File: config.mk
export PLATFORM = sky130hd
export DESIGN_NAME = mem_rr_arbiter
export DESIGN_NICKNAME = d
export VERILOG_FILES = /design/src/rtl/mem_rr_arbiter.sv
export SDC_FILE = /design/constraint.sdc
export NUM_CORES = 1
export LEC_CHECK = 0
export BUFFER_PORTS_ARGS = -buffer_cell sky130_fd_sc_hd__buf_2
export CORE_AREA = 2 2 122 124
export DETAILED_ROUTE_END_ITERATION = 8
export DIE_AREA = 0 0 124 126
export MAX_ROUTING_LAYER = met4
export SLEW_MARGIN = 5
export SYNTH_ARGS = -nofsm -noshare
export SYNTH_HDL_FRONTEND = slang
export SYNTH_SLANG_ARGS = --single-unit
File: constraint.sdc
create_clock -name clk -period 2.65 [get_ports clk]
set_clock_uncertainty 0.15 [all_clocks]
set_input_delay 0.3975 -clock clk [delete_from_list [all_inputs] [get_ports clk]]
set_output_delay 0.3975 -clock clk [all_outputs]
set_load 0.01 [all_outputs]
File: src/rtl/mem_rr_arbiter.sv
`timescale 1ns/1ps
// Two-master round-robin arbiter for the native valid/ready memory bus.
// Grant is held for a whole transfer; a watchdog force-completes a silent slave.
//
// state | meaning
// IDLE  | no transfer; arbitrate between pending masters (costs one cycle)
// BUSY  | granted master routed to the slave until ready, timeout or abort
module mem_rr_arbiter #(
  parameter int unsigned TIMEOUT_CYCLES = 1024,
  parameter logic [31:0] TIMEOUT_RDATA  = 32'hDEAD_BEEF
) (
  input  logic        clk,
  input  logic        reset,
  input  logic        m0_valid,
  input  logic        m0_instr,
  input  logic [31:0] m0_addr,
  input  logic [31:0] m0_wdata,
  input  logic [3:0]  m0_wstrb,
  output logic        m0_ready,
  output logic [31:0] m0_rdata,
  input  logic        m1_valid,
  input  logic        m1_instr,
  input  logic [31:0] m1_addr,
  input  logic [31:0] m1_wdata,
  input  logic [3:0]  m1_wstrb,
  output logic        m1_ready,
  output logic [31:0] m1_rdata,
  output logic        s_valid,
  output logic        s_instr,
  output logic [31:0] s_addr,
  output logic [31:0] s_wdata,
  output logic [3:0]  s_wstrb,
  input  logic        s_ready,
  input  logic [31:0] s_rdata,
  output logic        grant,
  output logic        timeout
);

  localparam int unsigned CW = (TIMEOUT_CYCLES > 0) ? $clog2(TIMEOUT_CYCLES + 1) : 1;
  localparam logic [CW-1:0] CNT_MAX  = CW'(TIMEOUT_CYCLES);
  localparam logic [CW-1:0] CNT_LAST = (TIMEOUT_CYCLES > 0) ? CW'(TIMEOUT_CYCLES - 1) : '0;

  typedef enum logic {S_IDLE, S_BUSY} state_t;

  state_t        r_state;
  state_t        w_state_next;
  logic          r_grant;
  logic          r_timeout;
  logic [CW-1:0] r_count;
  logic          w_gvalid;
  logic          w_done;
  logic          w_force;
  logic          w_grant_next;

  assign w_gvalid = r_grant ? m1_valid : m0_valid;
  assign w_done   = (r_state == S_BUSY) && w_gvalid && s_ready;
  // A slave ack in the last watchdog cycle wins over the forced completion.
  assign w_force  = (TIMEOUT_CYCLES != 0) && (r_state == S_BUSY) && w_gvalid &&
                    !s_ready && (r_count == CNT_LAST);

  always_comb begin
    w_grant_next = r_grant;
    if (m0_valid && m1_valid) w_grant_next = ~r_grant;
    else if (m1_valid)        w_grant_next = 1'b1;
    else if (m0_valid)        w_grant_next = 1'b0;
  end

  always_ff @(posedge clk) begin
    if (reset) r_state <= S_IDLE;
    else       r_state <= w_state_next;
  end

  always_comb begin
    w_state_next = r_state;
    case (r_state)
      S_IDLE:  if (m0_valid || m1_valid) w_state_next = S_BUSY;
      S_BUSY:  if (!w_gvalid || w_done || w_force) w_state_next = S_IDLE;
      default: w_state_next = S_IDLE;
    endcase
  end

  always_ff @(posedge clk) begin
    if (reset) begin
      r_grant   <= 1'b1;
      r_count   <= '0;
      r_timeout <= 1'b0;
    end else begin
      r_timeout <= w_force;
      if (r_state == S_IDLE && (m0_valid || m1_valid)) begin
        r_grant <= w_grant_next;
        r_count <= '0;
      end else if (r_state == S_BUSY && r_count != CNT_MAX) begin
        r_count <= r_count + CW'(1);
      end
    end
  end

  always_comb begin
    s_valid  = 1'b0;
    m0_ready = 1'b0;
    m1_ready = 1'b0;
    s_instr  = r_grant ? m1_instr : m0_instr;
    s_addr   = r_grant ? m1_addr  : m0_addr;
    s_wdata  = r_grant ? m1_wdata : m0_wdata;
    s_wstrb  = r_grant ? m1_wstrb : m0_wstrb;
    m0_rdata = s_rdata;
    m1_rdata = s_rdata;
    if (!reset && r_state == S_BUSY) begin
      s_valid = w_gvalid;
      if (w_done || w_force) begin
        if (r_grant) m1_ready = 1'b1;
        else         m0_ready = 1'b1;
      end
    end
    if (w_force) begin
      if (r_grant) m1_rdata = TIMEOUT_RDATA;
      else         m0_rdata = TIMEOUT_RDATA;
    end
  end

  assign grant   = r_grant;
  assign timeout = r_timeout;

endmodule
==> impl_metrics.xml, run 1 <==
<?xml version="1.0" encoding="UTF-8"?>
<metrics>
  <group name="power_and_ir_drop">
    <metric name="total_power" unit="mW">1.166</metric>
    <metric name="leakage_power" unit="nW">2.072</metric>
    <metric name="power.density" unit="nW/µm²">300.6</metric>
    <metric name="max-vdd-ir-drop" unit="mV">0.2030</metric>
  </group>
  <group name="logic_synthesis">
    <metric name="synth.lib_cells_used.distinct" unit="">35</metric>
    <metric name="yosysWarningCount" unit="">0</metric>
    <metric name="leading_register_cell_type_out_of_synthesis" unit="">sky130_fd_sc_hd__dfxtp_1</metric>
    <metric name="synth-seq-area-share" unit="%">14.05</metric>
    <metric name="synth-edff-count" unit="">0</metric>
    <metric name="post_syn_area_per_cell" unit="µm²">8.487</metric>
    <metric name="ys_ff_latch" unit="">14</metric>
    <metric name="synth.cell_area" unit="µm²">1994</metric>
    <metric name="async_reset_ff_share" unit="%">0</metric>
    <metric name="postSynthNetCount" unit="">412</metric>
    <metric name="syn-instance-count" unit="">235</metric>
  </group>
  <group name="worst_setup_path">
    <metric name="path_max_fanout" unit="">8</metric>
    <metric name="path_cells" unit="">ha_4, nand4_1, or4b_4, nor3_4, buf_6, and2b_1, buf_2</metric>
    <metric name="cp_data_required_time" unit="ns">2.10</metric>
    <metric name="critical-path-max-stage-delay" unit="ns">0.53</metric>
    <metric name="critical_path.n_buffers_inverters" unit="">2</metric>
    <metric name="critical-path-top-delay-family" unit="">simple AND/OR/NAND/NOR gates</metric>
    <metric name="end_kind" unit="">output pin</metric>
    <metric name="slowest_stage" unit="">sky130_fd_sc_hd__or4b_4</metric>
    <metric name="crit_path_start_kind" unit="">register</metric>
    <metric name="critPathArrivalTime" unit="ns">2.04</metric>
    <metric name="critical_path_start_end_classification" unit="">register to output pin</metric>
  </group>
  <group name="die">
    <metric name="die_h" unit="µm">126</metric>
    <metric name="total_die_area" unit="µm²">15620</metric>
    <metric name="floorplan.rows" unit="">44</metric>
    <metric name="fp.dieW" unit="µm">124</metric>
    <metric name="io_pins" unit="">313</metric>
    <metric name="core_region_area" unit="µm²">14310</metric>
    <metric name="initial_utilization" unit="%">13.93</metric>
  </group>
  <group name="placed_design">
    <metric name="pre_cts_slack" unit="ns">0.2110</metric>
    <metric name="detailed_place.area" unit="µm²">3745</metric>
    <metric name="place_hpwl" unit="mm">10.16</metric>
    <metric name="finalWeightedCongestion" unit="">0.8769</metric>
    <metric name="port_buffers" unit="">312</metric>
    <metric name="placedCellCount" unit="">718</metric>
  </group>
  <group name="sta">
    <metric name="clock.fmax" unit="GHz">0.3865</metric>
    <metric name="hold_violations" unit="">0</metric>
    <metric name="setup_viol" unit="">0</metric>
    <metric name="setup_total_negative_slack" unit="ns">0</metric>
    <metric name="timing.slew.headroom" unit="%">69.40</metric>
    <metric name="report.final.slew_viol_count" unit="">0</metric>
    <metric name="worst_slew_pin_slew" unit="ns">0.4542</metric>
    <metric name="postLayoutSetupSlackWorst" unit="ns">0.06254</metric>
    <metric name="fin_crit_sh" unit="%">97.64</metric>
    <metric name="unrepaired_setup_endpoints_after_global_routing" unit="">yes</metric>
    <metric name="timing.hold.ws" unit="ns">0.2823</metric>
    <metric name="layout_min_cycle_time" unit="ns">2.587</metric>
  </group>
  <group name="final_layout">
    <metric name="syn2layout_area_growth" unit="%">94.42</metric>
    <metric name="regArea" unit="µm²">296.5</metric>
    <metric name="multi_input_comb_area" unit="µm²">1620</metric>
    <metric name="final_cells" unit="">724</metric>
    <metric name="drive_gt1_share" unit="%">78.15</metric>
    <metric name="final_core_util" unit="%">27.09</metric>
    <metric name="final_cell_mix" unit="">sky130_fd_sc_hd__buf_2 (311), sky130_fd_sc_hd__mux2_2 (69), sky130_fd_sc_hd__nand2b_1 (25), sky130_fd_sc_hd__or2_2 (22), sky130_fd_sc_hd__nor2_1 (12)</metric>
    <metric name="final_nets" unit="">718</metric>
    <metric name="antennaDiodeCount" unit="">0</metric>
    <metric name="fill_cell_instance_count_of_the_final_layout" unit="">1558</metric>
    <metric name="design_area" unit="µm²">3877</metric>
    <metric name="mostFrequentLayoutCell" unit="">sky130_fd_sc_hd__buf_2</metric>
  </group>
  <group name="status">
    <metric name="run_status" unit="">finished clean</metric>
  </group>
  <group name="flow_run">
    <metric name="maxCapViolations" unit="">0</metric>
  </group>
  <group name="grt">
    <metric name="first_pass_grt_wire_length" unit="mm">15.24</metric>
    <metric name="antenna_violations_before_repair" unit="">0</metric>
    <metric name="global_route.usage.total" unit="%">13.82</metric>
    <metric name="globalRouteOverflowTotal" unit="">0</metric>
    <metric name="number_of_global_route_vias_before_repair" unit="">2636</metric>
    <metric name="grt_max_degree" unit="">75</metric>
  </group>
  <group name="clock_network">
    <metric name="cts.path.max_buffers" unit="">2</metric>
    <metric name="cts_inserted_buffers" unit="">3</metric>
    <metric name="clk_pin_slew_worst_paths" unit="ns">0.05</metric>
    <metric name="clock_insertion_delay_worst_skew" unit="ns">0.25</metric>
    <metric name="cts_root_buf" unit="">sky130_fd_sc_hd__clkbuf_16</metric>
    <metric name="clock-sinks" unit="">14</metric>
    <metric name="tritoncts_clock_tree" unit="">yes</metric>
    <metric name="cts_max_level" unit="">1</metric>
  </group>
  <group name="drt">
    <metric name="wire_per_inst" unit="µm">15.98</metric>
    <metric name="remaining_drc_errors" unit="">0</metric>
    <metric name="dr.first_iter.drc_count" unit="">88</metric>
    <metric name="vias_per_cell" unit="">4.066</metric>
    <metric name="wl" unit="mm">11.57</metric>
    <metric name="routed-via-count" unit="">2944</metric>
    <metric name="ant_nets" unit="">0</metric>
    <metric name="dr.pass1.iters" unit="">4</metric>
  </group>
  <group name="worst_hold_path">
    <metric name="min-delay-path-class" unit="">input pin to register</metric>
  </group>
</metrics>
-- worst register-to-register path: cells and delay by family, from the launching register on --
family	cells	cell delay (ns)
flip-flops	1	0.36
AND/OR/NAND/NOR	1	0.43
adder cells (fa/ha/maj)	1	0.20
buffers and inverters	2	0.15
AO/OA/AOI/OAI	2	0.45
-- registers in the layout, indices dropped and copies added, names as in the netlist --
signal,cells
r_state,1
grant,1
r_count,11
timeout,1
-- cells by family after synthesis --
group                    count (synthesis)  share of synthesized area [%]
adder cells (fa/ha/maj)                  2                          1.255
AO/OA/AOI/OAI                           12                          4.077
AND/OR/NAND/NOR                        108                          32.68
buffers and inverters                   22                          5.332
XOR/XNOR                                 6                          2.635
flip-flops                              14                          14.05
multiplexers                            71                          39.96
-- area by class of cell --
class,count,share of cell area (%)
sequential,14,7.648
tap,184,5.937
inverter,5,0.4840
multi-input combinational,199,41.79
clock buffer,4,2.033
timing repair buffer,318,42.11
-- metal layers --
layer / part of all wire (%) / wire length [µm] / up-vias / GRT usage, %
met5: 0 / 0 / - / -
met4: 2.4 / 280 / 0 / 4.693
met3: 12 / 1402 / 16 / 5.072
met2: 46 / 5302 / 197 / 21.56
met1: 40 / 4582 / 1305 / 16.34
li1: - / - / 1426 / -
-- timing repair --
action | in CTS | in global routing
gates resized for setup | 5 | 8
endpoints found under the setup margin | 26 | 26
setup buffers | 0 | 2
hold buffers | 0 | 0
pin swaps | 0 | 0
-- cells in the mapped netlist (2+ instances only) --
| cell type | n | area, µm² |
|---|---|---|
| sky130_fd_sc_hd__mux2_2 | 69 | 777.0 |
| sky130_fd_sc_hd__nand2b_1 | 25 | 156.4 |
| sky130_fd_sc_hd__or2_2 | 22 | 137.6 |
| sky130_fd_sc_hd__dfxtp_1 | 14 | 280.3 |
| sky130_fd_sc_hd__clkbuf_1 | 13 | 48.80 |
| sky130_fd_sc_hd__nor2_1 | 12 | 45.04 |
| sky130_fd_sc_hd__and2_1 | 8 | 50.05 |
| sky130_fd_sc_hd__nor2b_1 | 7 | 43.79 |
| sky130_fd_sc_hd__a21oi_1 | 5 | 25.02 |
| sky130_fd_sc_hd__inv_1 | 5 | 18.77 |
| sky130_fd_sc_hd__nand2_1 | 5 | 18.77 |
| sky130_fd_sc_hd__xor2_1 | 5 | 43.79 |
| sky130_fd_sc_hd__nand3_1 | 4 | 20.02 |
| sky130_fd_sc_hd__nand4_1 | 4 | 25.02 |
| sky130_fd_sc_hd__nor3_1 | 4 | 20.02 |
| sky130_fd_sc_hd__buf_6 | 3 | 33.78 |
| sky130_fd_sc_hd__o31ai_1 | 3 | 22.52 |
| sky130_fd_sc_hd__or2_1 | 3 | 18.77 |
| sky130_fd_sc_hd__or4_1 | 3 | 22.52 |
| sky130_fd_sc_hd__and2b_1 | 2 | 15.01 |
| sky130_fd_sc_hd__and3_1 | 2 | 12.51 |
| sky130_fd_sc_hd__ha_1 | 2 | 25.02 |
| sky130_fd_sc_hd__mux2i_1 | 2 | 20.02 |
| sky130_fd_sc_hd__nor4_1 | 2 | 12.51 |
-- worst paths after layout --
| kind | start | endpoint | slack, ns | cells past startpoint |
|---|---|---|---|---|
| hold reg to reg | r_count[9] | r_count[9] | 0.36 | 2 |
| setup reg to reg | r_count[0] | r_count[10] | 0.84 | 6 |
| hold / removal | reset | r_state | 0.28 | 2 |
| setup / recovery | r_count[0] | m0_rdata[8] | 0.06 | 7 |
-- power breakdown --
| part | switching (mW) | internal, mW |
|---|---|---|
| clock network | 0.0928 | 0.204 |
| logic | 0.312 | 0.337 |
| registers | 0.00579 | 0.214 |
| total | 0.411 | 0.755 |
Note: power is estimated with default switching activity, not from simulation.
==> inputs of run 2 (changes only) <==
clock period = 2.26 ns   (was 2.65 ns; I/O delays follow)
==> impl_metrics.xml, run 2 (synthesis gave the netlist of run 1 again) <==
<?xml version="1.0" encoding="UTF-8"?>
<metrics>
  <group name="status">
    <metric name="run_status" unit="">complete, but fails checks</metric>
    <metric name="failing_checks" unit="">setup timing</metric>
  </group>
  <group name="placed_design">
    <metric name="place_hpwl" unit="mm">10.34</metric>
    <metric name="placedCellCount" unit="">729</metric>
    <metric name="finalWeightedCongestion" unit="">0.8331</metric>
    <metric name="pre_cts_slack" unit="ns">-0.05672</metric>
    <metric name="port_buffers" unit="">312</metric>
  </group>
  <group name="die">
    <metric name="initial_utilization" unit="%">13.93</metric>
    <metric name="fp.dieW" unit="µm">124</metric>
    <metric name="total_die_area" unit="µm²">15620</metric>
    <metric name="io_pins" unit="">313</metric>
    <metric name="die_h" unit="µm">126</metric>
    <metric name="core_region_area" unit="µm²">14310</metric>
    <metric name="floorplan.rows" unit="">44</metric>
  </group>
  <group name="clock_network">
    <metric name="clock_insertion_delay_worst_skew" unit="ns">0.25</metric>
    <metric name="clock-sinks" unit="">14</metric>
    <metric name="cts_inserted_buffers" unit="">3</metric>
    <metric name="cts.path.max_buffers" unit="">2</metric>
    <metric name="tritoncts_clock_tree" unit="">yes</metric>
    <metric name="clk_pin_slew_worst_paths" unit="ns">0.05</metric>
    <metric name="cts_max_level" unit="">1</metric>
    <metric name="cts_root_buf" unit="">sky130_fd_sc_hd__clkbuf_16</metric>
  </group>
  <group name="worst_setup_path">
    <metric name="end_kind" unit="">output pin</metric>
    <metric name="setup.reg_to_reg.worst_slack" unit="ns">0.43</metric>
    <metric name="critPathArrivalTime" unit="ns">2.01</metric>
    <metric name="critical_path_start_end_classification" unit="">register to output pin</metric>
    <metric name="crit_path_start_kind" unit="">register</metric>
    <metric name="cp_data_required_time" unit="ns">1.77</metric>
    <metric name="path_max_fanout" unit="">32</metric>
    <metric name="critical-path-max-stage-delay" unit="ns">0.51</metric>
    <metric name="slowest_stage" unit="">sky130_fd_sc_hd__or4b_4</metric>
    <metric name="path_cells" unit="">ha_4, nand4_1, or4b_4, nor3_4, buf_12, and2b_1, buf_2</metric>
  </group>
  <group name="power_and_ir_drop">
    <metric name="power.share.combinational" unit="%">56.5</metric>
    <metric name="switching_pwr" unit="mW">0.4846</metric>
    <metric name="swShare" unit="%">35.01</metric>
    <metric name="power.density" unit="nW/µm²">334.2</metric>
    <metric name="power_report.internal_total" unit="mW">0.8997</metric>
    <metric name="seq_power_share" unit="%">18.5</metric>
    <metric name="leakage_power" unit="nW">2.197</metric>
    <metric name="total_power" unit="mW">1.384</metric>
    <metric name="pwr-share-clk" unit="%">25.0</metric>
    <metric name="max-vdd-ir-drop" unit="mV">0.2113</metric>
  </group>
  <group name="final_layout">
    <metric name="final_cells" unit="">747</metric>
    <metric name="largest_reg_flops" unit="">11</metric>
    <metric name="final_cell_mix" unit="">sky130_fd_sc_hd__buf_2 (305), sky130_fd_sc_hd__mux2_2 (69), sky130_fd_sc_hd__nand2b_1 (23), sky130_fd_sc_hd__or2_2 (22), sky130_fd_sc_hd__buf_4 (16)</metric>
    <metric name="mostFrequentLayoutCell" unit="">sky130_fd_sc_hd__buf_2</metric>
    <metric name="syn2layout_area_growth" unit="%">107.7</metric>
    <metric name="drive_gt1_share" unit="%">79.57</metric>
    <metric name="max_flop_register" unit="">r_count</metric>
    <metric name="fill_cell_instance_count_of_the_final_layout" unit="">1523</metric>
    <metric name="final_core_util" unit="%">28.94</metric>
    <metric name="final_nets" unit="">736</metric>
  </group>
  <group name="sta">
    <metric name="timing.hold.ws" unit="ns">0.2144</metric>
    <metric name="postLayoutSetupSlackWorst" unit="ns">-0.2399</metric>
    <metric name="worst_slew_pin_slew" unit="ns">0.4415</metric>
    <metric name="fin_crit_sh" unit="%">110.6</metric>
    <metric name="report.final.slew_viol_count" unit="">0</metric>
    <metric name="unrepaired_setup_endpoints_after_global_routing" unit="">yes</metric>
    <metric name="layout_min_cycle_time" unit="ns">2.500</metric>
    <metric name="clock.fmax" unit="GHz">0.4000</metric>
    <metric name="timing.slew.headroom" unit="%">70.34</metric>
    <metric name="setup_viol" unit="">64</metric>
    <metric name="hold_violations" unit="">0</metric>
  </group>
  <group name="grt">
    <metric name="global_route.usage.total" unit="%">14.60</metric>
    <metric name="globalRouteOverflowTotal" unit="">0</metric>
    <metric name="number_of_global_route_vias_before_repair" unit="">2707</metric>
    <metric name="antenna_violations_before_repair" unit="">3</metric>
    <metric name="grt_max_degree" unit="">75</metric>
    <metric name="first_pass_grt_wire_length" unit="mm">16.15</metric>
  </group>
  <group name="drt">
    <metric name="routed-via-count" unit="">2992</metric>
    <metric name="remaining_drc_errors" unit="">0</metric>
    <metric name="ant_nets" unit="">0</metric>
    <metric name="wl" unit="mm">12.09</metric>
    <metric name="dr.first_iter.drc_count" unit="">80</metric>
    <metric name="vias_per_cell" unit="">4.005</metric>
    <metric name="wire_per_inst" unit="µm">16.18</metric>
    <metric name="dr.pass1.iters" unit="">4</metric>
  </group>
  <group name="flow_run">
    <metric name="maxCapViolations" unit="">0</metric>
  </group>
  <group name="worst_hold_path">
    <metric name="min-delay-path-class" unit="">input pin to register</metric>
  </group>
</metrics>
==> run 2: area by class of cell <==
class,instances,area (µm²),area share (%)
clock buffers,4,78.83,1.903
repair buffers,336,1833,44.25
inverters,5,18.77,0.4530
well taps,184,230.2,5.557
flip-flops and latches,14,287.8,6.947
multi-input cells,199,1682,40.59
diodes,5,12.51,0.3020
==> run 2: final timing paths <==
check / startpoint / endpoint / cells past startpoint
hold reg to reg: r_count[10] / r_count[10] / 2
hold / removal: reset / r_state / 2
setup / recovery: r_count[0] / m0_rdata[8] / 7
setup reg to reg: r_count[0] / r_count[9] / 6
==> run 2: power groups by stage <==
stage / clock network, mW / logic (mW) / registers (mW)
floorplan: 0 / 0.366 / 0.260
global placement: 0 / 0.766 / 0.260
detailed placement: 0 / 0.769 / 0.260
CTS: 0.352 / 0.787 / 0.256
global route: 0.368 / 0.845 / 0.256
finish: 0.346 / 0.782 / 0.256
==> run 2: metal layers <==
layer / vias to the layer above / wire length, µm / global-route usage [%] / part of all wire, %
met2: 207 / 5801 / 23.76 / 48
met5: - / 0 / - / 0
met1: 1306 / 4909 / 18.23 / 41
met3: 9 / 1232 / 3.442 / 10
met4: 0 / 144 / 3.437 / 1.2
li1: 1470 / - / - / -
==> run 2: critical path, delay by kind of cell (launching register included) <==
kind                       cells  cell delay (ns)
adders and majority gates      1             0.14
DFF                            1             0.35
and+or+nand+nor                4             0.95
buffers and inverters          2             0.32
==> run 2: what timing repair did <==
item                       in CTS  in global routing
setup endpoints to repair      66                 66
hold buffers                    0                  0
gates cloned                    4                  0
pin swaps                      10                  1
setup buffers                   6                  0
gates resized for setup        30                  3
==> run 2: per-stage QoR <==
stage | setup TNS (ns) | cell area, µm²
6_report | -9.905 | 4143
5_1_grt | -16.56 | 4138
4_1_cts | -10.20 | 4131
3_5_place_dp | -0.4716 | 3840
3_3_place_gp | -0.05562 | 3840
2_1_floorplan | 0 | 1994
==> inputs of run 3 (changes only) <==
clock period = 2.4 ns   (was 2.26 ns; I/O delays follow)
==> impl_metrics.xml, run 3 (synthesis gave the netlist of run 1 again) <==
<?xml version="1.0" encoding="UTF-8"?>
<metrics>
  <group name="die">
    <metric name="core_region_area" unit="µm²">14310</metric>
    <metric name="floorplan.rows" unit="">44</metric>
    <metric name="total_die_area" unit="µm²">15620</metric>
    <metric name="io_pins" unit="">313</metric>
    <metric name="fp.dieW" unit="µm">124</metric>
    <metric name="initial_utilization" unit="%">13.93</metric>
    <metric name="die_h" unit="µm">126</metric>
  </group>
  <group name="worst_setup_path">
    <metric name="critPathArrivalTime" unit="ns">2.03</metric>
    <metric name="critical_path_start_end_classification" unit="">register to output pin</metric>
    <metric name="crit_path_start_kind" unit="">register</metric>
    <metric name="path_max_fanout" unit="">6</metric>
    <metric name="cp_data_required_time" unit="ns">1.89</metric>
    <metric name="end_kind" unit="">output pin</metric>
  </group>
  <group name="grt">
    <metric name="globalRouteOverflowTotal" unit="">0</metric>
    <metric name="grt_max_degree" unit="">75</metric>
    <metric name="first_pass_grt_wire_length" unit="mm">15.74</metric>
    <metric name="antenna_violations_before_repair" unit="">2</metric>
    <metric name="global_route.usage.total" unit="%">14.15</metric>
    <metric name="number_of_global_route_vias_before_repair" unit="">2668</metric>
  </group>
  <group name="final_layout">
    <metric name="final_cells" unit="">738</metric>
    <metric name="mostFrequentLayoutCell" unit="">sky130_fd_sc_hd__buf_2</metric>
    <metric name="drive_gt1_share" unit="%">78.44</metric>
    <metric name="max_flop_register" unit="">r_count</metric>
    <metric name="largest_reg_flops" unit="">11</metric>
    <metric name="final_cell_mix" unit="">sky130_fd_sc_hd__buf_2 (290), sky130_fd_sc_hd__mux2_2 (69), sky130_fd_sc_hd__nand2b_1 (25), sky130_fd_sc_hd__buf_6 (25), sky130_fd_sc_hd__or2_2 (16)</metric>
    <metric name="design_area" unit="µm²">4205</metric>
    <metric name="syn2layout_area_growth" unit="%">110.9</metric>
    <metric name="final_core_util" unit="%">29.38</metric>
    <metric name="final_nets" unit="">730</metric>
    <metric name="fill_cell_instance_count_of_the_final_layout" unit="">1553</metric>
  </group>
  <group name="power_and_ir_drop">
    <metric name="total_power" unit="mW">1.345</metric>
    <metric name="swShare" unit="%">34.00</metric>
    <metric name="power_report.internal_total" unit="mW">0.8876</metric>
    <metric name="switching_pwr" unit="mW">0.4572</metric>
    <metric name="seq_power_share" unit="%">17.9</metric>
    <metric name="leakage_power" unit="nW">2.208</metric>
    <metric name="power.share.combinational" unit="%">55.8</metric>
    <metric name="power.density" unit="nW/µm²">319.8</metric>
    <metric name="pwr-share-clk" unit="%">26.3</metric>
    <metric name="max-vdd-ir-drop" unit="mV">0.1837</metric>
  </group>
  <group name="flow_run">
    <metric name="maxCapViolations" unit="">0</metric>
  </group>
  <group name="clock_network">
    <metric name="cts.path.max_buffers" unit="">2</metric>
    <metric name="cts_max_level" unit="">1</metric>
    <metric name="holdBufCountCts" unit="">0</metric>
    <metric name="cts_inserted_buffers" unit="">3</metric>
    <metric name="clock_insertion_delay_worst_skew" unit="ns">0.25</metric>
    <metric name="clock-sinks" unit="">14</metric>
    <metric name="tritoncts_clock_tree" unit="">yes</metric>
    <metric name="cts_root_buf" unit="">sky130_fd_sc_hd__clkbuf_16</metric>
    <metric name="clk_pin_slew_worst_paths" unit="ns">0.05</metric>
  </group>
  <group name="sta">
    <metric name="setup_total_negative_slack" unit="ns">-3.387</metric>
    <metric name="worst_slew_pin_slew" unit="ns">0.3926</metric>
    <metric name="clock.fmax" unit="GHz">0.3944</metric>
    <metric name="unrepaired_setup_endpoints_after_global_routing" unit="">yes</metric>
    <metric name="layout_min_cycle_time" unit="ns">2.535</metric>
    <metric name="setup_viol" unit="">31</metric>
    <metric name="fin_crit_sh" unit="%">105.6</metric>
    <metric name="report.final.slew_viol_count" unit="">0</metric>
    <metric name="hold_violations" unit="">0</metric>
    <metric name="postLayoutSetupSlackWorst" unit="ns">-0.1353</metric>
    <metric name="timing.hold.ws" unit="ns">0.2540</metric>
    <metric name="timing.slew.headroom" unit="%">73.83</metric>
  </group>
  <group name="worst_hold_path">
    <metric name="min-delay-path-class" unit="">input pin to register</metric>
  </group>
  <group name="status">
    <metric name="run_status" unit="">complete, but fails checks</metric>
    <metric name="failing_checks" unit="">setup timing</metric>
  </group>
  <group name="placed_design">
    <metric name="place_hpwl" unit="mm">10.22</metric>
    <metric name="pre_cts_slack" unit="ns">0.07769</metric>
    <metric name="finalWeightedCongestion" unit="">0.8422</metric>
    <metric name="placedCellCount" unit="">723</metric>
    <metric name="detailed_place.area" unit="µm²">3795</metric>
    <metric name="port_buffers" unit="">312</metric>
  </group>
  <group name="drt">
    <metric name="ant_nets" unit="">0</metric>
    <metric name="wl" unit="mm">12.01</metric>
    <metric name="remaining_drc_errors" unit="">0</metric>
    <metric name="dr.pass1.iters" unit="">4</metric>
    <metric name="dr.first_iter.drc_count" unit="">110</metric>
    <metric name="routed-via-count" unit="">2966</metric>
    <metric name="wire_per_inst" unit="µm">16.27</metric>
    <metric name="vias_per_cell" unit="">4.019</metric>
  </group>
</metrics>
## run 3: cell count changes in the layout (fill, tap and decap cells not counted), moves of 3 or more
cell	previous run	this run
sky130_fd_sc_hd__buf_2	305	290
sky130_fd_sc_hd__buf_6	13	25
sky130_fd_sc_hd__buf_4	16	9
sky130_fd_sc_hd__or2_2	22	16
sky130_fd_sc_hd__or2_4	0	6
sky130_fd_sc_hd__diode_2	5	2
## run 3: repair_timing
action,4_1_cts,5_1_grt
resized for setup,30,16
pin swaps,0,1
cloned,1,1
buffers inserted,4,3
endpoints found under the setup margin,66,66
## run 3: final timing paths
path              cells past startpoint            to  slack, ns       start
setup reg to reg                      6   r_count[10]       0.64  r_count[1]
hold reg to reg                       2    r_count[9]       0.38  r_count[9]
hold / removal                        2       r_state       0.25       reset
setup / recovery                      8  m0_rdata[11]      -0.14  r_count[0]
## run 3: power by group through the flow
stage	Clock [mW]	Sequential (mW)	Combinational [mW]
after floorplan	0	0.245	0.345
final	0.354	0.241	0.750
after CTS	0.360	0.241	0.753
after global routing	0.370	0.241	0.813
after global placement	0	0.245	0.723
after detailed placement	0	0.245	0.723
## run 3: worst max-delay path, cell delays in order (launching register included)
cell and delay [ns]:
sky130_fd_sc_hd__dfxtp_4 0.36, sky130_fd_sc_hd__ha_4 0.13, sky130_fd_sc_hd__nand4_1 0.09, sky130_fd_sc_hd__or4b_4 0.52, sky130_fd_sc_hd__nor3_4 0.17, sky130_fd_sc_hd__buf_6 0.16, sky130_fd_sc_hd__clkbuf_16 0.14, sky130_fd_sc_hd__or2_4 0.11
sky130_fd_sc_hd__buf_6 0.09
## run 3: final cells by class
| cell class | instances | area (µm²) | share of cell area (%) |
|---|---|---|---|
| diodes | 2 | 5.005 | 0.1190 |
| flip-flops and latches | 14 | 289.0 | 6.873 |
| inverters | 5 | 18.77 | 0.4463 |
| multi-input cells | 199 | 1658 | 39.42 |
| clock buffers | 4 | 88.84 | 2.112 |
| repair buffers | 330 | 1916 | 45.55 |
| well taps | 184 | 230.2 | 5.475 |
## run 3: layer usage
metal  vias to the layer above  wire length [µm]  global-route usage, %
met4                         0                61                  2.379
met3                         4              1261                  3.986
met5                         -                 0                      -
li1                       1454                 -                      -
met2                       188              5880                  23.59
met1                      1320              4801                  17.19
